## src/rtl/bg_scroll_renderer.sv

```systemverilog
// bg_scroll_renderer: full-screen indexed background layer with horizontal
// parallax scrolling. Screen pixels are mapped onto the source image by
// incremental DDA stepping, and the per-frame offset wraps at SRC_W.
module bg_scroll_renderer #(
   parameter int unsigned SRC_W   = 300,
   parameter int unsigned SRC_H   = 300,
   parameter int unsigned SCR_W   = 640,
   parameter int unsigned SCR_H   = 480,
   parameter int unsigned ADDR_W  = 17,
   parameter int unsigned IDX_W   = 4,
   parameter int unsigned ROM_LAT = 1
) (
   input  logic              vga_clk,
   input  logic              reset_n,
   input  logic [9:0]        DrawX,
   input  logic [9:0]        DrawY,
   input  logic              blank,
   input  logic              scroll_en,
   input  logic [3:0]        scroll_speed,
   input  logic              scroll_clr,
   output logic [ADDR_W-1:0] rom_address,
   input  logic [IDX_W-1:0]  rom_q,
   output logic [IDX_W-1:0]  pal_index,
   input  logic [11:0]       pal_rgb,
   output logic [3:0]        red,
   output logic [3:0]        green,
   output logic [3:0]        blue,
   output logic              frame_tick
);

   localparam int unsigned UW  = $clog2(SRC_W);
   localparam int unsigned VW  = $clog2(SRC_H);
   localparam int unsigned RUW = $clog2(SCR_W) + 1;
   localparam int unsigned RVW = $clog2(SCR_H) + 1;
   localparam int unsigned DLY = 2 + ROM_LAT;

   localparam logic [RUW-1:0]    RU_STEP  = RUW'(SRC_W);
   localparam logic [RUW-1:0]    RU_MOD   = RUW'(SCR_W);
   localparam logic [RVW-1:0]    RV_STEP  = RVW'(SRC_H);
   localparam logic [RVW-1:0]    RV_MOD   = RVW'(SCR_H);
   localparam logic [UW:0]       SRC_WS   = (UW+1)'(SRC_W);
   localparam logic [ADDR_W-1:0] ROW_STEP = ADDR_W'(SRC_W);
   localparam logic [9:0]        LAST_X   = 10'(SCR_W - 1);
   localparam logic [9:0]        LAST_Y   = 10'(SCR_H - 1);

   logic [9:0]        prev_x, prev_y;
   logic [UW-1:0]     u;
   logic [RUW-1:0]    ru;
   logic [VW-1:0]     v;
   logic [RVW-1:0]    rv;
   logic [ADDR_W-1:0] row_base;
   logic [UW-1:0]     off;
   logic              clr_lat;
   logic [DLY-1:0]    blank_d;

   logic              x_step, y_step;
   logic [RUW-1:0]    ru_sum;
   logic [RVW-1:0]    rv_sum;
   logic [UW:0]       off_sum, us_sum;
   logic [UW-1:0]     off_next, us;

   assign pal_index = rom_q;

   // Step detection, remainder sums and the two single-subtract modulo wraps
   always_comb begin
      x_step   = (DrawX == prev_x + 10'd1);
      y_step   = (DrawY == prev_y + 10'd1);
      ru_sum   = ru + RU_STEP;
      rv_sum   = rv + RV_STEP;
      off_sum  = {1'b0, off} + (UW+1)'(scroll_speed);
      off_next = (off_sum >= SRC_WS) ? UW'(off_sum - SRC_WS) : UW'(off_sum);
      us_sum   = {1'b0, u} + {1'b0, off};
      us       = (us_sum >= SRC_WS) ? UW'(us_sum - SRC_WS) : UW'(us_sum);
   end

   // Horizontal DDA: u tracks floor(DrawX*SRC_W/SCR_W), restarting at column 0
   always_ff @(posedge vga_clk or negedge reset_n) begin
      if (!reset_n) begin
         prev_x <= '0;
         u      <= '0;
         ru     <= '0;
      end else begin
         prev_x <= DrawX;
         if (DrawX == 10'd0) begin
            u  <= '0;
            ru <= '0;
         end else if (x_step) begin
            if (ru_sum >= RU_MOD) begin
               u  <= u + UW'(1);
               ru <= ru_sum - RU_MOD;
            end else begin
               ru <= ru_sum;
            end
         end
      end
   end

   // Vertical DDA: v tracks floor(DrawY*SRC_H/SCR_H); row_base follows v*SRC_W
   always_ff @(posedge vga_clk or negedge reset_n) begin
      if (!reset_n) begin
         prev_y   <= '0;
         v        <= '0;
         rv       <= '0;
         row_base <= '0;
      end else begin
         prev_y <= DrawY;
         if (DrawY == 10'd0) begin
            v        <= '0;
            rv       <= '0;
            row_base <= '0;
         end else if (y_step) begin
            if (rv_sum >= RV_MOD) begin
               v        <= v + VW'(1);
               rv       <= rv_sum - RV_MOD;
               row_base <= row_base + ROW_STEP;
            end else begin
               rv <= rv_sum;
            end
         end
      end
   end

   // Scroll offset moves only on frame_tick; a clear seen since the last tick,
   // including one arriving together with the tick, wins over advancing
   always_ff @(posedge vga_clk or negedge reset_n) begin
      if (!reset_n) begin
         off     <= '0;
         clr_lat <= 1'b0;
      end else if (frame_tick) begin
         clr_lat <= 1'b0;
         if (clr_lat || scroll_clr) begin
            off <= '0;
         end else if (scroll_en) begin
            off <= off_next;
         end
      end else if (scroll_clr) begin
         clr_lat <= 1'b1;
      end
   end

   // Address stage, end-of-frame pulse and blank delay matching the ROM path
   always_ff @(posedge vga_clk or negedge reset_n) begin
      if (!reset_n) begin
         rom_address <= '0;
         frame_tick  <= 1'b0;
         blank_d     <= '0;
      end else begin
         rom_address <= row_base + ADDR_W'(us);
         frame_tick  <= (DrawX == LAST_X) && (DrawY == LAST_Y);
         blank_d     <= {blank_d[DLY-2:0], blank};
      end
   end

   // Registered colour, forced black outside the active region
   always_ff @(posedge vga_clk or negedge reset_n) begin
      if (!reset_n) begin
         red   <= '0;
         green <= '0;
         blue  <= '0;
      end else if (blank_d[DLY-1]) begin
         red   <= pal_rgb[11:8];
         green <= pal_rgb[7:4];
         blue  <= pal_rgb[3:0];
      end else begin
         red   <= '0;
         green <= '0;
         blue  <= '0;
      end
   end

endmodule

```

## config.mk

```make
export PLATFORM = sky130hd
export DESIGN_NAME = bg_scroll_renderer
export DESIGN_NICKNAME = d
export VERILOG_FILES = /design/src/rtl/bg_scroll_renderer.sv
export SDC_FILE = /design/constraint.sdc
export NUM_CORES = 1
export LEC_CHECK = 0
export BUFFER_PORTS_ARGS = -buffer_cell sky130_fd_sc_hd__buf_2
export CORE_UTILIZATION = 54
export CTS_CLUSTER_SIZE = 14
export DETAILED_ROUTE_END_ITERATION = 10
export HOLD_SLACK_MARGIN = 0.03
export PLACE_DENSITY = 0.78
export SYNTH_ARGS = -nofsm -noshare
export SYNTH_HDL_FRONTEND = slang
export SYNTH_SLANG_ARGS = --single-unit
```

## constraint.sdc

```tcl
create_clock -name vga_clk -period 4.45 [get_ports vga_clk]
set_input_delay 0.89 -clock vga_clk [delete_from_list [all_inputs] [get_ports vga_clk]]
set_output_delay 0.89 -clock vga_clk [all_outputs]
set_load 0.05 [all_outputs]
```

==> impl_metrics.json, run 1 <==
{
  "yosys.area.top_type_share_pct": 38.4,
  "cap_viol_max_count": 0,
  "min-delay-path-class": "register to register",
  "ys_seq_area_share_pct": 38.4,
  "synthDistinctLibCells": 78,
  "route.final.wire_length_mm": 15.5,
  "period_needed_ps": 4310,
  "rows": 40,
  "crit_chain": "ha_1 > nor2b_2 > o21a_1 > o211a_1 > or4_4 > a222oi_1 > buf_4 > o31ai_4 > mux2_2 > ha_1 > a21oi_2 > nor2b_1 > o21a_1 > o22a_1 > a41o_1 > nand4_1 > xnor2_1",
  "final_antenna_net_count": 0,
  "worst-slew-pin-transition_ps": 1070,
  "start_util_pct": 55.9,
  "via_count": 5753,
  "drtIter0Drc": 396,
  "grt_antenna_before_repair": 0,
  "global_route_wire_length_before_repair_mm": 26.2,
  "maxSlewViolCount": 0,
  "final.period_utilization_pct": 96.9,
  "post-route-util_pct": 63.5,
  "inserted_clock_buffers": 9,
  "worst_path_max_delay_cell": "or4_4",
  "syn-cell-area_um2": 6770,
  "yosys.cell_count.top_type": "dfrtp_1",
  "power_frac_clock_pct": 38.6,
  "syn-num-nets": 808,
  "cts-htree-levels": 3,
  "drcViolationCount": 0,
  "seq_area_um2": 2600,
  "cts_buffer_depth": 2,
  "io_buffers": 70,
  "net-switching-power_uw": 571,
  "ys_top_cells_by_area": "dfrtp_1 38%, xnor2_1 7.6%, ha_1 6.1%, nor2_1 3.2%, a21oi_1 2.9%",
  "share_of_layout_cells_above_drive_strength_1_pct": 18.5,
  "postPlaceCellArea_um2": 7270,
  "yosys.area.top_type": "dfrtp_1",
  "start_kind": "register",
  "multi_input_area_um2": 3950,
  "ys_dominant_reg_cell": "dfrtp_1",
  "vertical_extent_of_the_die_um": 114,
  "final_area_um2": 7690,
  "io_pins": 79,
  "cts.clk_slew.worst_paths_ps": 80,
  "critical_path_required_ps": 4730,
  "power_density_nw_per_um2": 265,
  "core_area_um2": 12100,
  "synthesis.area_per_instance_um2": 9.30,
  "clock_tree.root_cell": "clkbuf_16",
  "clk_latency_ps": 360,
  "grtUsageTotal_pct": 25.2,
  "setup_tns_ps": 0,
  "max_freq_mhz": 232,
  "nFillCells": 1016,
  "yosys_reg_bits": 104,
  "maxSlewHeadroom_pct": 28.8,
  "n_antenna_cell": 0,
  "post_synthesis_cell_count": 728,
  "drt-vias-per-instance": 5.90,
  "synth_common_cells": "104 x dfrtp_1, 59 x xnor2_1, 58 x nor2_1",
  "end_kind": "register",
  "design.die.area_um2": 13000,
  "report.final.hold_viol_count": 0,
  "internal_dissipation_uw": 1470,
  "globalplace.congestion": 0.891,
  "floorplan.die.width_um": 114,
  "dp.final_hpwl_mm": 11.1,
  "share_of_synthesized_flip_flops_with_an_asynchronous_set_or_reset_pct": 100,
  "clkSinkCount": 104,
  "average_routed_wire_per_standard_cell_um": 15.9,
  "cp.arrival_ps": 4590,
  "synth_edf_count": 0,
  "yosysWarnings": 0,
  "pin_count_of_the_biggest_net_entering_global_routing": 47,
  "cp_slowest_stage_delay_ps": 430,
  "worstPathMaxFanout": 4,
  "finalNetCount": 882,
  "globalRouteOverflowTotal": 0,
  "outcome": "completed",
  "area.growth.synth_to_final_pct": 13.6,
  "leakage_uw": 0.00350,
  "detailedRoute.firstPassIterationCount": 5,
  "cts_tree": "done",
  "comb_power_share_pct": 12.1,
  "net_switching_fraction_of_the_power_pct": 28.0,
  "worst-setup-path-type": "register to register",
  "vias_in_the_first_global_route": 5784,
  "ir_drop_v": 0.000269,
  "final.hold.worst_slack_ps": 351,
  "power.sequential.fraction_pct": 49.3,
  "setup-violations-final": 0,
  "worst_clock_skew_on_the_final_layout_ps": 11.5
}
flip-flops by register name, summed over array words and instances (netlist names):
| name | count |
|---|---|
| green | 4 |
| clr_lat | 1 |
| u | 9 |
| row_base | 15 |
| frame_tick | 1 |
| blank_d | 3 |
| blue | 4 |
| off | 9 |
| rv | 8 |
| prev_x | 10 |
| rom_address | 17 |
| red | 4 |
| ru | 9 |
| prev_y | 10 |
through the flow:
step           total power (µW)  std cells  setup slack (ps)
2_1_floorplan              1190        728               259
3_3_place_gp               1260        949              74.8
3_5_place_dp               1270        949              -142
4_1_cts                    2060        972              31.6
5_1_grt                    2130        975             -18.9
6_report                   2040        975               139
critical path: cells and delay by family, from the launching register on:
kind | cells | cell delay, ps
AO/OA/AOI/OAI | 8 | 1720
AND/OR/NAND/NOR | 4 | 800
adder cells (fa/ha/maj) | 2 | 690
flip-flops | 1 | 410
multiplexers | 1 | 300
buffers and inverters | 1 | 190
XOR/XNOR | 1 | 120
cell families (layout without fill, tap and decap cells):
family / Yosys count / in the layout / share of synthesized area [%]
and+or+nand+nor: 269 / 269 / 21.9
AOI/OAI and AO/OA: 165 / 165 / 16.5
DFF: 104 / 104 / 38.4
xor gates and xnor gates: 77 / 77 / 9.96
buffers and inverters: 61 / 140 / 4.03
adders and majority gates: 35 / 35 / 6.69
muxes: 16 / 16 / 2.48
other: 1 / 1 / 0.0554
layout by cell type, fill, tap and decap left out, types with 11 or more instances in the layout:
cell type,count
nand4_1,15
xnor2_1,58
or3_1,16
buf_2,69
nor2_1,58
o21ai_0,31
and2_1,19
a21oi_1,37
nand2_1,46
nand3_1,25
inv_1,30
o21a_1,11
dfrtp_1,104
buf_4,23
nor3_1,18
xor2_1,18
ha_1,32
cell type report:
| class | count | area share, % |
|---|---|---|
| Multi-Input combinational cell | 563 | 51.4 |
| Clock buffer | 10 | 3.11 |
| Timing Repair Buffer | 92 | 6.73 |
| Clock inverter | 6 | 0.651 |
| Inverter | 32 | 1.56 |
| Tap cell | 168 | 2.73 |
| Sequential cell | 104 | 33.8 |
worst paths after layout:
path | start | to | slack [ps] | cells after the start
max | off[2] | rom_address[16] | 140 | 17
min | blank_d[0] | blank_d[1] | 350 | 0
max reg2reg | off[2] | rom_address[16] | 140 | 17
min reg2reg | blank_d[0] | blank_d[1] | 350 | 0
max in group asynchronous | reset_n | rom_address[3] | 3140 | 2
min in group asynchronous | reset_n | rom_address[2] | 410 | 1
routing by layer:
layer	global-route usage (%)	share of wire, %
met2	45.5	52
met1	29.9	42
met4	8.83	2.1
met5	0	0
met3	4.94	3.4
power groups by stage:
| stage | Clock, µW | Sequential [µW] | Combinational (µW) |
|---|---|---|---|
| 3_5_place_dp | 0 | 1020 | 247 |
| 3_3_place_gp | 0 | 1020 | 237 |
| 4_1_cts | 803 | 1010 | 249 |
| 5_1_grt | 835 | 1010 | 280 |
| 2_1_floorplan | 0 | 1030 | 159 |
| 6_report | 787 | 1010 | 247 |
repair_timing:
item                       CTS  global route
hold buffers                 0             0
pin swaps                    1            12
buffers inserted             7             4
resized for setup            4            11
setup endpoints to repair    8             8
Power figures use the tool's default switching activity.
==> run 2, diff against run 1 <==
--- a/config.mk
+++ b/config.mk
@@ -6,11 +6,12 @@
 export NUM_CORES = 1
 export LEC_CHECK = 0
 export BUFFER_PORTS_ARGS = -buffer_cell sky130_fd_sc_hd__buf_2
-export CORE_UTILIZATION = 54
+export CORE_UTILIZATION = 63
 export CTS_CLUSTER_SIZE = 14
 export DETAILED_ROUTE_END_ITERATION = 10
 export HOLD_SLACK_MARGIN = 0.03
-export PLACE_DENSITY = 0.78
+export PLACE_DENSITY = 0.85
+export SETUP_SLACK_MARGIN = 0.05
 export SYNTH_ARGS = -nofsm -noshare
 export SYNTH_HDL_FRONTEND = slang
 export SYNTH_SLANG_ARGS = --single-unit
==> constraint.sdc (replaced) <==
create_clock -name vga_clk -period 5.11 [get_ports vga_clk]
set_input_delay 1.022 -clock vga_clk [delete_from_list [all_inputs] [get_ports vga_clk]]
set_output_delay 1.022 -clock vga_clk [all_outputs]
set_load 0.05 [all_outputs]
==> impl_metrics.json, run 2 (synthesis gave the netlist of run 1 again) <==
{
  "clock_tree.root_cell": "clkbuf_8",
  "design.die.area_um2": 11200,
  "critical_path_required_ps": 5420,
  "final_area_um2": 7330,
  "hold_fix_buffers_at_cts": 0,
  "drtIter0Drc": 358,
  "top_regs": "rom_address: 17 flops, row_base: 15 flops",
  "max_freq_mhz": 218,
  "leakage_uw": 0.00336,
  "area.growth.synth_to_final_pct": 8.35,
  "clk_latency_ps": 390,
  "vias_in_the_first_global_route": 5507,
  "post_cts_buffers": 0,
  "pin_count_of_the_biggest_net_entering_global_routing": 72,
  "setup_tns_ps": 0,
  "n_antenna_cell": 0,
  "post-route-util_pct": 70.7,
  "core_area_um2": 10400,
  "grt_antenna_before_repair": 0,
  "cts_tree": "done",
  "final_common_cell": "dfrtp_1",
  "timing.reg2reg.worst_path_depth": 18,
  "share_of_layout_cells_above_drive_strength_1_pct": 14.6,
  "ir_drop_v": 0.000240,
  "rows": 37,
  "detailedRoute.firstPassIterationCount": 7,
  "drt-vias-per-instance": 6.09,
  "dp.final_hpwl_mm": 10.8,
  "largest-register": "rom_address",
  "route.final.wire_length_mm": 14.8,
  "via_count": 5622,
  "io_pins": 79,
  "worstPathMaxFanout": 4,
  "critical_path_source": "u[0]",
  "setup-violations-final": 0,
  "clkSinkCount": 104,
  "postPlaceCellArea_um2": 7150,
  "cp.arrival_ps": 4900,
  "start_util_pct": 65.3,
  "period_needed_ps": 4580,
  "end_kind": "register",
  "timing.reg2reg.setup_slack_ps": 530,
  "finalNetCount": 862,
  "final_antenna_net_count": 0,
  "crit-reg2reg-capture": "rom_address[15]",
  "start_kind": "register",
  "drcViolationCount": 0,
  "report.final.hold_viol_count": 0,
  "min_path_cells": 0,
  "worst-slew-pin-transition_ps": 1090,
  "rr_startpoint": "u[0]",
  "cts.clk_slew.worst_paths_ps": 100,
  "vertical_extent_of_the_die_um": 106,
  "min-delay-start": "blank_d[1]",
  "average_routed_wire_per_standard_cell_um": 16.1,
  "worst_hold_path.endpoint": "blank_d[2]",
  "cap_viol_max_count": 0,
  "worst-setup-path-type": "register to register",
  "grtUsageTotal_pct": 28.4,
  "post_cts_resize_count": 0,
  "layout_common_cells": "104 x dfrtp_1, 69 x buf_2, 59 x xnor2_1, 58 x nor2_1, 46 x nand2_1",
  "io_buffers": 70,
  "final.period_utilization_pct": 89.7,
  "maxSlewViolCount": 0,
  "cts_buffer_depth": 2,
  "inserted_clock_buffers": 9,
  "worst_clock_skew_on_the_final_layout_ps": 13.8,
  "global_route_wire_length_before_repair_mm": 25.4,
  "floorplan.die.width_um": 106,
  "cts-htree-levels": 3,
  "globalplace.congestion": 0.891,
  "maxSlewHeadroom_pct": 25.7,
  "outcome": "completed",
  "min-delay-path-class": "register to register",
  "rsz0062_at_grt": "no",
  "power_density_nw_per_um2": 216,
  "largest_register_ff_count": 17,
  "globalRouteOverflowTotal": 0
}
-- run 2: cell count changes in the layout (fill, tap and decap cells not counted), moves of 2 or more --
cell	before	now
a21oi_2	5	3
buf_4	23	3
clkbuf_8	1	10
o31ai_1	4	6
a21oi_1	37	39
clkbuf_16	9	0
-- run 2: how the worst max path moves through the flow --
stage | endpoint | cells after the start
after floorplan | rom_address[16] | 18
after global placement | rom_address[11] | 18
after detailed placement | rom_address[15] | 18
after CTS | rom_address[15] | 18
after global routing | rom_address[15] | 18
final | rom_address[15] | 18
-- run 2: area by class of cell --
| cell class | instances | area [µm²] |
|---|---|---|
| clock buffer | 11 | 141 |
| clock inverter | 5 | 38.8 |
| fill | 812 | 3040 |
| inverter | 32 | 120 |
| multi-input combinational | 563 | 3890 |
| sequential | 104 | 2600 |
| tap | 136 | 170 |
| timing repair buffer | 72 | 368 |
-- run 2: report_power, final --
part / leakage [µW] / total, µW / internal [µW] / switching (µW)
clock network: 0.0000956 / 493 / 195 / 297
logic: 0.00192 / 215 / 81.3 / 134
registers: 0.00134 / 876 / 848 / 28.6
-- run 2: stage by stage --
step           instances  worst slack (ps)  hold slack [ps]  power, µW
2_1_floorplan        728               919              331       1040
3_3_place_gp         907               711              334       1090
3_5_place_dp         907               564              349       1110
4_1_cts              923               527              371       1600
5_1_grt              923               188              376       1650
6_report             923               526              362       1580
-- run 2: worst max-delay path, cell delays in order (launching register included) --
cell and delay (ps):
dfrtp_1 440, ha_1 230, inv_1 70, fa_1 200
nor2b_1 60, o21a_1 190, o211a_1 230, or4_1 510
a222oi_1 450, o31ai_1 240, mux2_2 330, ha_1 310
a21o_1 160, a21oi_1 210, o21bai_1 90, a21oi_1 240
o21ai_0 250, nand2b_1 160, xnor2_1 140
-- run 2: layer usage --
layer	wire length, µm	track usage [%]	vias to the layer above
met1	6300	34.6	2714
met3	697	6.49	24
met4	250	9.42	0
met5	0	0	-
met2	7600	49.5	154
li1	-	-	2730
==> run 3, diff against run 2 <==
--- a/config.mk
+++ b/config.mk
@@ -6,11 +6,11 @@
 export NUM_CORES = 1
 export LEC_CHECK = 0
 export BUFFER_PORTS_ARGS = -buffer_cell sky130_fd_sc_hd__buf_2
-export CORE_UTILIZATION = 63
+export CORE_MARGIN = 8
+export CORE_UTILIZATION = 40
 export CTS_CLUSTER_SIZE = 14
 export DETAILED_ROUTE_END_ITERATION = 10
 export HOLD_SLACK_MARGIN = 0.03
-export PLACE_DENSITY = 0.85
 export SETUP_SLACK_MARGIN = 0.05
 export SYNTH_ARGS = -nofsm -noshare
 export SYNTH_HDL_FRONTEND = slang
==> impl_metrics.json, run 3 (synthesis gave the netlist of run 1 again) <==
{
  "worst-setup-path-type": "register to register",
  "globalplace.congestion": 0.843,
  "rows": 47,
  "layout_common_cells": "104 x dfrtp_1, 69 x buf_2, 59 x xnor2_1, 58 x nor2_1, 46 x nand2_1",
  "largest_register_ff_count": 17,
  "finalWorstSetupSlack_ps": 518,
  "start_util_pct": 40.8,
  "leakage_uw": 0.00342,
  "detailedRoute.firstPassIterationCount": 6,
  "cts.clk_slew.worst_paths_ps": 70,
  "cap_viol_max_count": 0,
  "clkSinkCount": 104,
  "worstPathMaxFanout": 4,
  "post-layout-total-power_uw": 1820,
  "grt_antenna_before_repair": 0,
  "hold_fix_buffers_at_cts": 0,
  "start_kind": "register",
  "drcViolationCount": 0,
  "ir_drop_v": 0.000145,
  "worst_clock_skew_on_the_final_layout_ps": 9.65,
  "top_regs": "rom_address: 17 flops, row_base: 15 flops",
  "core_area_um2": 16600,
  "pin_count_of_the_biggest_net_entering_global_routing": 67,
  "report.final.hold_viol_count": 0,
  "n_antenna_cell": 0,
  "design.die.area_um2": 21300,
  "area.growth.synth_to_final_pct": 11.9,
  "setup-violations-final": 0,
  "post_cts_buffers": 0,
  "share_of_layout_cells_above_drive_strength_1_pct": 14.7,
  "post_cts_resize_count": 0,
  "finalNetCount": 862,
  "floorplan.die.width_um": 146,
  "cts_tree": "done",
  "max_freq_mhz": 218,
  "rsz0062_at_grt": "no",
  "cts-htree-levels": 3,
  "worst_path_max_delay_cell": "or4_1",
  "final_antenna_net_count": 0,
  "critical_path_source": "u[0]",
  "globalRouteOverflowTotal": 0,
  "final.period_utilization_pct": 89.9,
  "route.final.wire_length_mm": 15.9,
  "maxSlewHeadroom_pct": 23.6,
  "inserted_clock_buffers": 9,
  "drt-vias-per-instance": 5.53,
  "power_density_nw_per_um2": 241,
  "final_common_cell": "dfrtp_1",
  "end_kind": "register",
  "outcome": "completed",
  "vertical_extent_of_the_die_um": 146,
  "cp.arrival_ps": 4830,
  "cp_slowest_stage_delay_ps": 500,
  "grtUsageTotal_pct": 15.2,
  "dpl_worst_slack_ps": 581,
  "dp.final_hpwl_mm": 11.7,
  "setup_tns_ps": 0,
  "min-delay-start": "blank_d[0]",
  "io_buffers": 70,
  "drtIter0Drc": 373,
  "vias_in_the_first_global_route": 5666,
  "min-delay-path-class": "register to register",
  "cts_buffer_depth": 2,
  "largest-register": "rom_address",
  "timing.reg2reg.setup_slack_ps": 520,
  "rr_startpoint": "u[0]",
  "worst-slew-pin-transition_ps": 1150,
  "via_count": 5566,
  "final.hold.worst_slack_ps": 351,
  "clock_tree.root_cell": "clkbuf_16",
  "maxSlewViolCount": 0,
  "period_needed_ps": 4590,
  "critical_path_required_ps": 5350,
  "global_route_wire_length_before_repair_mm": 27.3,
  "io_pins": 79,
  "average_routed_wire_per_standard_cell_um": 15.8,
  "clk_latency_ps": 360,
  "crit_chain": "ha_1 > inv_1 > fa_1 > nor2b_1 > o21a_1 > o211a_1 > or4_1 > a222oi_1 > o31ai_1 > mux2_2 > ha_1 > a21o_1 > a21oi_1 > o21bai_1 > a21oi_1 > o21ai_0 > nand3_1 > xnor2_1"
}
run 3: cell count changes in the layout (fill, tap and decap cells not counted):
| cell | delta |
|---|---|
| clkinvlp_4 | +1 |
| clkinv_2 | -1 |
| clkbuf_16 | +9 |
| clkinv_4 | -1 |
| clkbuf_1 | -1 |
| clkinv_8 | +1 |
| inv_6 | +1 |
| bufinv_16 | +1 |
| clkbuf_8 | -10 |
run 3: metal layers:
metal  GRT usage (%)  vias to the layer above  part of all wire, %
li1                -                     2725                    -
met1            18.3                     2699                   45
met2            26.0                      123                   49
met3            3.83                       19                  4.5
met4            5.26                        0                  1.2
met5               0                        -                    0
run 3: stage by stage:
| stage | instances | utilization (%) | cell area [µm²] |
|---|---|---|---|
| 3_5_place_dp | 991 | 43.8 | 7260 |
| 3_3_place_gp | 991 | 43.8 | 7260 |
| 6_report | 1007 | 45.7 | 7570 |
| 4_1_cts | 1007 | 45.7 | 7570 |
| 5_1_grt | 1007 | 45.7 | 7570 |
| 2_1_floorplan | 728 | - | 6770 |
run 3: final cells by class:
| class | instances | area (µm²) |
|---|---|---|
| multi-input combinational | 563 | 3890 |
| tap | 220 | 275 |
| fill | 1607 | 9010 |
| clock buffer | 9 | 225 |
| clock inverter | 7 | 87.6 |
| timing repair buffer | 72 | 368 |
| sequential | 104 | 2600 |
| inverter | 32 | 120 |
run 3: where the power goes:
group          internal, µW  switching, µW
Sequential              848           28.9
Clock                   391            341
Combinational          80.7            132
Total                  1320            502
run 3: path summary, 6_finish.rpt:
check / to / cells past startpoint
worst max-delay path: rom_address[11] / 18
worst min-delay path: blank_d[1] / 0
worst max register to register: rom_address[11] / 18
worst min register to register: blank_d[1] / 0
max in group asynchronous: ru[5] / 2
min in group asynchronous: prev_x[4] / 1
run 3: critical path: cells and delay by family, from the launching register on:
family	cells	cell delay, ps
AOI/OAI and AO/OA	9	2040
adders and majority gates	3	760
xor gates and xnor gates	1	140
muxes	1	320
DFF	1	430
buffers and inverters	1	70
and+or+nand+nor	3	720
